<file path="config.mk">
export PLATFORM = sky130hd
export DESIGN_NAME = multicycle_ctrl
export DESIGN_NICKNAME = d
export VERILOG_FILES = /design/src/rtl/multicycle_ctrl_pkg.sv /design/src/rtl/multicycle_ctrl_alu_decoder.sv /design/src/rtl/multicycle_ctrl.sv
export SDC_FILE = /design/constraint.sdc
export NUM_CORES = 1
export LEC_CHECK = 0
export ABC_AREA = 1
export CORE_ASPECT_RATIO = 0.8
export CORE_MARGIN = 2
export CORE_UTILIZATION = 50
export CTS_BUF_LIST = sky130_fd_sc_hd__clkbuf_4 sky130_fd_sc_hd__clkbuf_8
export CTS_CLUSTER_DIAMETER = 60
export DETAILED_ROUTE_END_ITERATION = 12
export GPL_ROUTABILITY_DRIVEN = 1
export PLACE_DENSITY = 0.88
export SLEW_MARGIN = 15
export SYNTH_ARGS = -nofsm -noshare
export SYNTH_HDL_FRONTEND = slang
export SYNTH_SLANG_ARGS = --single-unit
export TNS_END_PERCENT = 10
</file>
<file path="constraint.sdc">
create_clock -name clk -period 2.5 [get_ports clk]
set_input_delay 0.625 -clock clk [delete_from_list [all_inputs] [get_ports clk]]
set_output_delay 0.625 -clock clk [all_outputs]
set_load 0.02 [all_outputs]
</file>
<file path="src/rtl/multicycle_ctrl_pkg.sv">
// -----------------------------------------------------------------------------
// multicycle_ctrl_pkg
//   Shared definitions for the multicycle MIPS control unit: opcode and funct
//   encodings, ALU-op and ALU-control codes, the FSM state encoding, the packed
//   control word, and helper functions for next-state and per-state decode.
//
//   Optional feature macro: MULTICYCLE_CTRL_BNE_EN adds the bne opcode, the
//   BNEEX state and the bne control bit.
// -----------------------------------------------------------------------------
package multicycle_ctrl_pkg;

    localparam int STATE_W = 4;
    localparam int OP_W    = 6;
    localparam int FUNCT_W = 6;

    // Opcode field encodings (instr[31:26])
    localparam logic [OP_W-1:0] OP_RTYPE = 6'b000000;
    localparam logic [OP_W-1:0] OP_LW    = 6'b100011;
    localparam logic [OP_W-1:0] OP_SW    = 6'b101011;
    localparam logic [OP_W-1:0] OP_BEQ   = 6'b000100;
    localparam logic [OP_W-1:0] OP_ADDI  = 6'b001000;
    localparam logic [OP_W-1:0] OP_J     = 6'b000010;
    localparam logic [OP_W-1:0] OP_BNE   = 6'b000101;

    // Funct field encodings for R-type (instr[5:0])
    localparam logic [FUNCT_W-1:0] FUNCT_ADD = 6'b100000;
    localparam logic [FUNCT_W-1:0] FUNCT_SUB = 6'b100010;
    localparam logic [FUNCT_W-1:0] FUNCT_AND = 6'b100100;
    localparam logic [FUNCT_W-1:0] FUNCT_OR  = 6'b100101;
    localparam logic [FUNCT_W-1:0] FUNCT_SLT = 6'b101010;

    // ALU operation class handed from the FSM to the ALU decoder
    localparam logic [1:0] ALUOP_ADD   = 2'b00;
    localparam logic [1:0] ALUOP_SUB   = 2'b01;
    localparam logic [1:0] ALUOP_FUNCT = 2'b10;

    // ALU control codes seen by the datapath ALU
    localparam logic [2:0] ALUCTL_AND = 3'b000;
    localparam logic [2:0] ALUCTL_OR  = 3'b001;
    localparam logic [2:0] ALUCTL_ADD = 3'b010;
    localparam logic [2:0] ALUCTL_SUB = 3'b110;
    localparam logic [2:0] ALUCTL_SLT = 3'b111;

    typedef enum logic [STATE_W-1:0] {
        FETCH   = 4'd0,
        DECODE  = 4'd1,
        MEMADR  = 4'd2,
        MEMRD   = 4'd3,
        MEMWB   = 4'd4,
        MEMWR   = 4'd5,
        RTYPEEX = 4'd6,
        RTYPEWB = 4'd7,
        BEQEX   = 4'd8,
        ADDIEX  = 4'd9,
        ADDIWB  = 4'd10,
        JEX     = 4'd11
`ifdef MULTICYCLE_CTRL_BNE_EN
        ,
        BNEEX   = 4'd12
`endif
    } state_t;

    // Everything the FSM drives, bundled so it can be registered as one word.
    // pcwrite/branch/bne are internal; they fold into pcen in the top.
    typedef struct packed {
        logic       pcwrite;
        logic       branch;
`ifdef MULTICYCLE_CTRL_BNE_EN
        logic       bne;
`endif
        logic       iord;
        logic       memwrite;
        logic       irwrite;
        logic       regdst;
        logic       memtoreg;
        logic       regwrite;
        logic       alusrca;
        logic [1:0] alusrcb;
        logic [1:0] pcsrc;
        logic [1:0] aluop;
    } ctrl_t;

    // True for every encoding the FSM can legitimately occupy.
    function automatic logic state_legal(input state_t s);
        logic ok;
        case (s)
            FETCH, DECODE, MEMADR, MEMRD, MEMWB, MEMWR,
            RTYPEEX, RTYPEWB, BEQEX, ADDIEX, ADDIWB, JEX: ok = 1'b1;
`ifdef MULTICYCLE_CTRL_BNE_EN
            BNEEX:                                         ok = 1'b1;
`endif
            default:                                       ok = 1'b0;
        endcase
        return ok;
    endfunction

    // Transition function; anything unexpected falls back to FETCH.
    function automatic state_t next_state(input state_t s, input logic [OP_W-1:0] op);
        state_t n;
        n = FETCH;
        case (s)
            FETCH:   n = DECODE;
            DECODE: begin
                case (op)
                    OP_LW, OP_SW: n = MEMADR;
                    OP_RTYPE:     n = RTYPEEX;
                    OP_BEQ:       n = BEQEX;
                    OP_ADDI:      n = ADDIEX;
                    OP_J:         n = JEX;
`ifdef MULTICYCLE_CTRL_BNE_EN
                    OP_BNE:       n = BNEEX;
`endif
                    default:      n = FETCH;
                endcase
            end
            MEMADR:  n = (op == OP_LW) ? MEMRD : MEMWR;
            MEMRD:   n = MEMWB;
            RTYPEEX: n = RTYPEWB;
            ADDIEX:  n = ADDIWB;
            default: n = FETCH;
        endcase
        return n;
    endfunction

    // Moore decode: control word for a given state. Illegal encodings give
    // an all-zero word, so no enable can fire while in them.
    function automatic ctrl_t decode_state(input state_t s);
        ctrl_t c;
        c = '0;
        case (s)
            FETCH: begin
                c.irwrite = 1'b1;
                c.pcwrite = 1'b1;
                c.alusrcb = 2'b01;
            end
            DECODE: begin
                c.alusrcb = 2'b11;
            end
            MEMADR, ADDIEX: begin
                c.alusrca = 1'b1;
                c.alusrcb = 2'b10;
            end
            MEMRD: begin
                c.iord = 1'b1;
            end
            MEMWB: begin
                c.regwrite = 1'b1;
                c.memtoreg = 1'b1;
            end
            MEMWR: begin
                c.iord     = 1'b1;
                c.memwrite = 1'b1;
            end
            RTYPEEX: begin
                c.alusrca = 1'b1;
                c.aluop   = ALUOP_FUNCT;
            end
            RTYPEWB: begin
                c.regwrite = 1'b1;
                c.regdst   = 1'b1;
            end
            BEQEX: begin
                c.alusrca = 1'b1;
                c.aluop   = ALUOP_SUB;
                c.branch  = 1'b1;
                c.pcsrc   = 2'b01;
            end
            ADDIWB: begin
                c.regwrite = 1'b1;
            end
            JEX: begin
                c.pcwrite = 1'b1;
                c.pcsrc   = 2'b10;
            end
`ifdef MULTICYCLE_CTRL_BNE_EN
            BNEEX: begin
                c.alusrca = 1'b1;
                c.aluop   = ALUOP_SUB;
                c.bne     = 1'b1;
                c.pcsrc   = 2'b01;
            end
`endif
            default: c = '0;
        endcase
        return c;
    endfunction

endpackage

</file>
<file path="src/rtl/multicycle_ctrl_alu_decoder.sv">
// -----------------------------------------------------------------------------
// alu_decoder
//   Combinational ALU decoder: maps the FSM's ALU-op class plus the R-type
//   funct field onto the 3-bit ALU control code.
//
//   Ports:
//     aluop      in  2        add / sub / use-funct class from the FSM
//     funct      in  FUNCT_W  instr[5:0]
//     alucontrol out 3        ALU operation select
// -----------------------------------------------------------------------------
module alu_decoder
    import multicycle_ctrl_pkg::*;
(
    input  logic [1:0]         aluop,
    input  logic [FUNCT_W-1:0] funct,
    output logic [2:0]         alucontrol
);

    // Add is the safe fallback for both an unused aluop code and any funct
    // value outside the supported R-type subset.
    always_comb begin
        alucontrol = ALUCTL_ADD;
        case (aluop)
            ALUOP_ADD: alucontrol = ALUCTL_ADD;
            ALUOP_SUB: alucontrol = ALUCTL_SUB;
            ALUOP_FUNCT: begin
                case (funct)
                    FUNCT_ADD: alucontrol = ALUCTL_ADD;
                    FUNCT_SUB: alucontrol = ALUCTL_SUB;
                    FUNCT_AND: alucontrol = ALUCTL_AND;
                    FUNCT_OR:  alucontrol = ALUCTL_OR;
                    FUNCT_SLT: alucontrol = ALUCTL_SLT;
                    default:   alucontrol = ALUCTL_ADD;
                endcase
            end
            default: alucontrol = ALUCTL_ADD;
        endcase
    end

endmodule

</file>
<file path="src/rtl/multicycle_ctrl.sv">
// -----------------------------------------------------------------------------
// multicycle_ctrl
//   Main control FSM for the multicycle MIPS datapath. Walks fetch / decode /
//   execute / memory / writeback one state per clock and drives every mux
//   select and register enable in the datapath.
//
//   Ports:
//     clk, reset   clock and synchronous active-high reset
//     op, funct    instruction fields from the instruction register
//     zero         ALU-result-is-zero flag
//     pcen, iord, memwrite, irwrite, regdst, memtoreg, regwrite,
//     alusrca, alusrcb, pcsrc, alucontrol   datapath controls
//
//   Optional feature macro: MULTICYCLE_CTRL_BNE_EN (adds bne / BNEEX).
// -----------------------------------------------------------------------------
module multicycle_ctrl
    import multicycle_ctrl_pkg::*;
(
    input  logic               clk,
    input  logic               reset,
    input  logic [OP_W-1:0]    op,
    input  logic [FUNCT_W-1:0] funct,
    input  logic               zero,
    output logic               pcen,
    output logic               iord,
    output logic               memwrite,
    output logic               irwrite,
    output logic               regdst,
    output logic               memtoreg,
    output logic               regwrite,
    output logic               alusrca,
    output logic [1:0]         alusrcb,
    output logic [1:0]         pcsrc,
    output logic [2:0]         alucontrol
);

    state_t state;
    ctrl_t  ctrl_q;
    ctrl_t  ctrl;

    // State register and registered control word. The control word is
    // loaded with the decode of the state being entered, so it always equals
    // decode_state(state) and the outputs stay Moore while coming straight
    // from flops.
    always_ff @(posedge clk) begin
        if (reset) begin
            state  <= FETCH;
            ctrl_q <= decode_state(FETCH);
        end else begin
            state  <= next_state(state, op);
            ctrl_q <= decode_state(next_state(state, op));
        end
    end

    // Reset must kill writes in the very cycle it is raised (so an in-flight
    // lw cannot write back), so it overrides the registered word
    // combinationally with the FETCH selects and all enables low. A corrupted
    // state encoding likewise silences every enable until FETCH is re-entered.
    always_comb begin
        ctrl = ctrl_q;
        if (reset) begin
            ctrl          = decode_state(FETCH);
            ctrl.pcwrite  = 1'b0;
            ctrl.irwrite  = 1'b0;
            ctrl.memwrite = 1'b0;
            ctrl.regwrite = 1'b0;
            ctrl.branch   = 1'b0;
`ifdef MULTICYCLE_CTRL_BNE_EN
            ctrl.bne      = 1'b0;
`endif
        end else if (!state_legal(state)) begin
            ctrl = '0;
        end
    end

`ifdef MULTICYCLE_CTRL_BNE_EN
    assign pcen = ctrl.pcwrite | (ctrl.branch & zero) | (ctrl.bne & ~zero);
`else
    assign pcen = ctrl.pcwrite | (ctrl.branch & zero);
`endif

    assign iord     = ctrl.iord;
    assign memwrite = ctrl.memwrite;
    assign irwrite  = ctrl.irwrite;
    assign regdst   = ctrl.regdst;
    assign memtoreg = ctrl.memtoreg;
    assign regwrite = ctrl.regwrite;
    assign alusrca  = ctrl.alusrca;
    assign alusrcb  = ctrl.alusrcb;
    assign pcsrc    = ctrl.pcsrc;

    alu_decoder u_alu_decoder (
        .aluop      (ctrl.aluop),
        .funct      (funct),
        .alucontrol (alucontrol)
    );

endmodule

</file>
==> results of run 1 <==
routing by layer:
metal | vias up | wire, um
met5 | - | 0
met4 | 0 | 18
met3 | 6 | 143
met2 | 37 | 1050
met1 | 451 | 1030
li1 | 546 | -
flip-flops by register name (all words and copies together) (netlist names), named ones only:
register,cells
state,4
ctrl_q,13
final cells by class:
type,count,area (sq um)
well taps,24,30.0
clock buffers,4,36.3
fillers,138,505
multi-input cells,109,534
repair buffers,34,318
flip-flops and latches,18,360
inverters,24,90.1
power by group through the flow:
stage | logic, mW | clock network, mW | registers [mW]
6_report | 0.0944 | 0.169 | 0.301
3_3_place_gp | 0.0906 | 0 | 0.307
2_1_floorplan | 0.0511 | 0 | 0.306
5_1_grt | 0.104 | 0.182 | 0.302
3_5_place_dp | 0.0943 | 0 | 0.308
4_1_cts | 0.0938 | 0.173 | 0.301
cell families after synthesis:
kind of cell               synth area share
buffers and inverters                 0.107
DFF                                   0.367
AOI/OAI and AO/OA                    0.0560
and+or+nand+nor                       0.441
other                               0.00382
adders and majority gates            0.0255
synth_stat cells, drive strengths merged:
library cell | count | area (sq um)
nand4 | 1 | 6.26
nor3b | 1 | 7.51
o21ai | 2 | 21.3
nand3 | 22 | 115
conb | 1 | 3.75
nor2 | 38 | 153
clkbuf | 4 | 15.0
a21oi | 3 | 15.0
inv | 24 | 90.1
dfxtp | 18 | 360
nand2 | 33 | 131
a31oi | 2 | 12.5
ha | 2 | 25.0
o22ai | 1 | 6.26
nor3 | 3 | 20.0
worst max path at each step:
stage                    end  cells past startpoint      from
3_5_place_dp   alucontrol[2]                     10     reset
4_1_cts        alucontrol[1]                     10     reset
5_1_grt        alucontrol[2]                      7  funct[0]
2_1_floorplan  alucontrol[2]                      9     reset
3_3_place_gp   alucontrol[2]                     10     reset
6_report       alucontrol[1]                      7  funct[5]
timing repair:
| action | 4_1_cts | 5_1_grt |
|---|---|---|
| pin swaps | 1 | 2 |
| gates cloned | 0 | 0 |
| endpoints found under the setup margin | 15 | 2 |
| resized for setup | 21 | 8 |
stage by stage:
| step | cell area (sq um) | util | power, mW | hold slack [ns] |
|---|---|---|---|---|
| after floorplan | 982 | - | 0.357 | 0.507 |
| after global placement | 1330 | 0.707 | 0.398 | 0.548 |
| after detailed placement | 1330 | 0.707 | 0.402 | 0.560 |
| after CTS | 1360 | 0.726 | 0.567 | 0.576 |
| after global routing | 1370 | 0.730 | 0.588 | 0.606 |
| final | 1370 | 0.730 | 0.565 | 0.577 |
worst register-to-register path: stages, from the launching register on:
cell     delay [ns]
dfxtp_1        0.36
nor2_2         0.17
inv_2          0.07
nor3_2         0.20
nand2_1        0.15
nand3_1        0.10
nor2_1         0.06
nand2_1        0.08
nand2_1        0.05
nor2_1         0.08
nor2_1         0.05
==> results_dict.tcl, run 1 <==
set metrics [dict create \
    finalSetupViolCount 0 \
    switching_power_mw 0.137 \
    arrival_ns 1.82 \
    place_inst 209 \
    post_cts_buffers 0 \
    internal_power_mw 0.428 \
    busiest_layer "met2" \
    die_area_sq_um 2340 \
    cp-start-kind "input pin" \
    finalHoldViolations 0 \
    grt_pass1_wl_um 3570 \
    r2r-start "state[3]" \
    hold_depth 2 \
    dp_hpwl_um 1770 \
    area_delta_synth_final_pct 39.4 \
    finalMaxSlewViolations 0 \
    htree_levels 1 \
    vias_per_cell 4.88 \
    grt_use_met1 0.236 \
    hp-class "reg -> reg" \
    cp_top_family "buffers and inverters" \
    rows 14 \
    core_sq_um 1870 \
    ys_types 21 \
    synthCells 155 \
    status "finished, final reports clean" \
    syn-cell-area_sq_um 982 \
    min_to "ctrl_q[8]" \
    ctsRootBufferMaster "clkbuf_4" \
    ctsHoldBuffers 0 \
    port_buffers 29 \
    crit_type "in -> out" \
    fin_cells 213 \
    critPathBufInv 3 \
    grt_use_met2 0.395 \
    critPathMaxFanout 2 \
    synth.yosys.seq_area_share 0.367 \
    cts-buffers-inserted 3 \
    gp_congestion 0.914 \
    antennaDiodeCount 0 \
    final_common_cell "nor2_1" \
    post-place-ws_ns -0.593 \
    period_minus_slack_ns 2.45 \
    worstHoldStart "state[0]" \
    p_comb_frac 0.167 \
    worst_ep_required_time_ns 1.88 \
    crit_slowest_cell "clkdlybuf4s50_1" \
    design.portCount 30 \
    p_sw_frac 0.243 \
    seq_power_share 0.533 \
    synth_warnings 0 \
    crit_path_end_kind "output pin" \
    initial_core_util 0.524 \
    ir_worst_vdd_mv 0.478 \
    drtIter0Drc 36 \
    rr_worst_depth 10 \
    remaining_drc_errors 0 \
    max_stage_delay_ns 0.46 \
    avgSynthCellArea_sq_um 6.34 \
    wire_per_inst_um 10.5 \
    overflow 0 \
    dieWidth_um 53.6 \
    worst_clock_skew_ns 0.00249 \
    p_per_area_nw_per_um2 413 \
    antenna_found_initial 0 \
    cts_tree "done" \
    setup_tns_ns 0 \
    p_leak_nw 0.656 \
    clkTransAtPathRegs_ns 0.09 \
    grtUsageTotal 0.206 \
    path_cells "clkdlybuf4s50_1 -> inv_1 -> nor2_1 -> nand4_1 -> a21oi_1 -> nand2_1 -> buf_6" \
    r2r_end "ctrl_q[6]" \
    synth_seq_cells 18 \
    final_cell_mix "nor2_1, nand2_1, nand3_1, clkdlybuf4s50_1" \
    layout.nets 207 \
    grt_pass1_vias 909 \
    vias 1040 \
    drv_cap 0 \
    clockPowerShare 0.300 \
    dr.pass1.iters 4 \
    clockBufferDepth 2 \
    die_height_um 43.6 \
    fmax_ghz 0.408 \
    routed_wl_um 2240 \
    fin_ws_ns 0.0503 \
    met3_usage 0.0552 \
    synth_fp_nets 172 \
    layout-drive-gt1-share 0.169 \
    fin_crit_sh 0.980 \
    grt_max_degree 25 \
    clk_latency_ns 0.28 \
    r2r_slack_ns 1.03 \
    rsz0062_at_grt "false" \
    ant_nets 0 \
    cts_sinks 18 \
]
Note: power is estimated with default switching activity, not from simulation.
==> run 2: changes to the inputs <==
--- a/config.mk
+++ b/config.mk
@@ -18,4 +18,3 @@
 export SYNTH_ARGS = -nofsm -noshare
 export SYNTH_HDL_FRONTEND = slang
 export SYNTH_SLANG_ARGS = --single-unit
-export TNS_END_PERCENT = 10
==> run 2 against run 1 <==
Compared with the run above: die area did not move; sequential power about the same; maximum frequency is 0.61% lower; hold slack unchanged; sequential share of layout area grew 0.072 points; total power increased by 0.17%; core utilization decreased by 0.20 points; clock skew did not move; critical endpoint unchanged.
==> results_dict.tcl, run 2 (same netlist as run 1, synthesis figures left out) <==
set metrics [dict create \
    grt_pass1_wl_um 3580 \
    worstHoldStart "state[0]" \
    holdWs_ns 0.577 \
    clockBufferDepth 2 \
    dieWidth_um 53.6 \
    finalHoldViolations 0 \
    ant_nets 0 \
    rows 14 \
    drtIter0Drc 42 \
    gp_congestion 0.914 \
    vias 1043 \
    post_cts_buffers 0 \
    setup_tns_ns 0 \
    largest_reg_flops 13 \
    path_cells "clkdlybuf4s50_1 -> inv_1 -> nor2_1 -> nand4_1 -> a21oi_1 -> nand2_1 -> buf_4" \
    status "finished, final reports clean" \
    htree_levels 1 \
    cp_top_family "buffers and inverters" \
    rr_worst_depth 10 \
    drv_cap 0 \
    r2r-start "state[3]" \
    ctsHoldBuffers 0 \
    cts_sinks 18 \
    r2r_end "ctrl_q[6]" \
    critPathBufInv 3 \
    period_minus_slack_ns 2.46 \
    grt_pass1_vias 900 \
    port_buffers 29 \
    dp_hpwl_um 1770 \
    hold_depth 2 \
    worst_clock_skew_ns 0.00249 \
    min_to "ctrl_q[8]" \
    rsz0062_at_grt "false" \
    p_per_area_nw_per_um2 414 \
    initial_core_util 0.524 \
    fin_crit_sh 0.986 \
    routed_wl_um 2260 \
    crit_type "in -> out" \
    finalSetupViolCount 0 \
    remaining_drc_errors 0 \
    grt_max_degree 25 \
    final_common_cell "nor2_1" \
    cts_tree "done" \
    nFillCells 139 \
    final_cell_mix "nor2_1, nand2_1, clkdlybuf4s50_1, nand3_1" \
    crit_slowest_cell "clkdlybuf4s50_1" \
    worst_ep_required_time_ns 1.88 \
    antenna_found_initial 0 \
    ir_worst_vdd_mv 0.478 \
    dr.pass1.iters 4 \
    arrival_ns 1.84 \
    layout.nets 207 \
    r2r_slack_ns 1.03 \
    clk_latency_ns 0.28 \
    area_delta_synth_final_pct 39.0 \
    overflow 0 \
    finalMaxSlewViolations 0 \
    max_stage_delay_ns 0.48 \
    crit_path_end_kind "output pin" \
    critPathMaxFanout 2 \
    layout-drive-gt1-share 0.169 \
    ctsRootBufferMaster "clkbuf_4" \
    cp-start-kind "input pin" \
    wire_per_inst_um 10.6 \
    fmax_ghz 0.406 \
    die_height_um 43.6 \
    largestRegisters "ctrl_q (13), state (4)" \
    antennaDiodeCount 0 \
    core_sq_um 1870 \
    grtUsageTotal 0.207 \
    hp-class "reg -> reg" \
    largest_register "ctrl_q" \
    die_area_sq_um 2340 \
    clkTransAtPathRegs_ns 0.09 \
    design.portCount 30 \
    cts-buffers-inserted 3 \
    p_leak_nw 0.649 \
    vias_per_cell 4.90 \
]
run 2: cell types whose count changed in the layout (fill, tap and decap cells not counted), sizes merged:
| cell | before | now |
|---|---|---|
| dlygate4sd2 | 4 | 2 |
| clkdlybuf4s50 | 21 | 23 |
run 2: how the worst max path moves through the flow:
stage                        start             to  slack, ns  cells past startpoint
after floorplan              reset  alucontrol[2]       0.16                      9
after global placement       reset  alucontrol[2]      -0.49                     10
after detailed placement     reset  alucontrol[2]      -0.59                     10
after CTS                    reset  alucontrol[0]       0.02                      8
after global routing      funct[5]  alucontrol[1]       0.06                      7
final                     funct[5]  alucontrol[1]       0.04                      7
run 2: area by class of cell:
type	instances	area, sq um	area share
well taps	24	30.0	0.0220
multi-input cells	109	534	0.391
flip-flops and latches	18	360	0.264
repair buffers	34	314	0.230
inverters	24	90.1	0.0660
clock buffers	4	36.3	0.0266
run 2: repair_timing:
| action | CTS | global route |
|---|---|---|
| setup endpoints to repair | 15 | 4 |
| gates resized for setup | 18 | 7 |
| pin swaps | 1 | 2 |
run 2: power by group:
| group | switching, mW | total, mW | internal (mW) |
|---|---|---|---|
| combinational | 0.0514 | 0.0954 | 0.0440 |
| clock | 0.0807 | 0.169 | 0.0886 |
| sequential | 0.00507 | 0.301 | 0.296 |
run 2: worst reg2reg max path, delay by kind of cell, from the launching register on:
kind	cells	cell delay, ns
buffers and inverters	1	0.07
AND/OR/NAND/NOR	9	0.94
flip-flops	1	0.36
run 2: routing by layer:
layer | vias to the layer above | share of wire | wire length, um | global-route usage
li1 | 547 | - | - | -
met1 | 448 | 0.46 | 1030 | 0.240
met2 | 42 | 0.47 | 1050 | 0.393
met3 | 6 | 0.072 | 162 | 0.0552
met4 | 0 | 0.0062 | 14 | 0.0154
met5 | - | 0 | 0 | 0
run 2: per-stage QoR:
step / instance area [sq um] / cells / utilization / setup slack (ns) / power, mW
finish: 1370 / 213 / 0.728 / 0.0354 / 0.566
CTS: 1360 / 213 / 0.726 / 0.0221 / 0.568
floorplan: 982 / 155 / - / 0.164 / 0.357
detailed placement: 1330 / 209 / 0.707 / -0.593 / 0.402
global placement: 1330 / 209 / 0.707 / -0.486 / 0.398
global route: 1370 / 213 / 0.728 / 0.0560 / 0.589
==> run 3: changes to the inputs <==
--- a/config.mk
+++ b/config.mk
@@ -13,6 +13,7 @@
 export CTS_CLUSTER_DIAMETER = 60
 export DETAILED_ROUTE_END_ITERATION = 12
 export GPL_ROUTABILITY_DRIVEN = 1
+export HOLD_SLACK_MARGIN = 0.08
 export PLACE_DENSITY = 0.88
 export SLEW_MARGIN = 15
 export SYNTH_ARGS = -nofsm -noshare
==> results of run 3 <==
Final layout, timing and power as in run 2 (identical DEF).
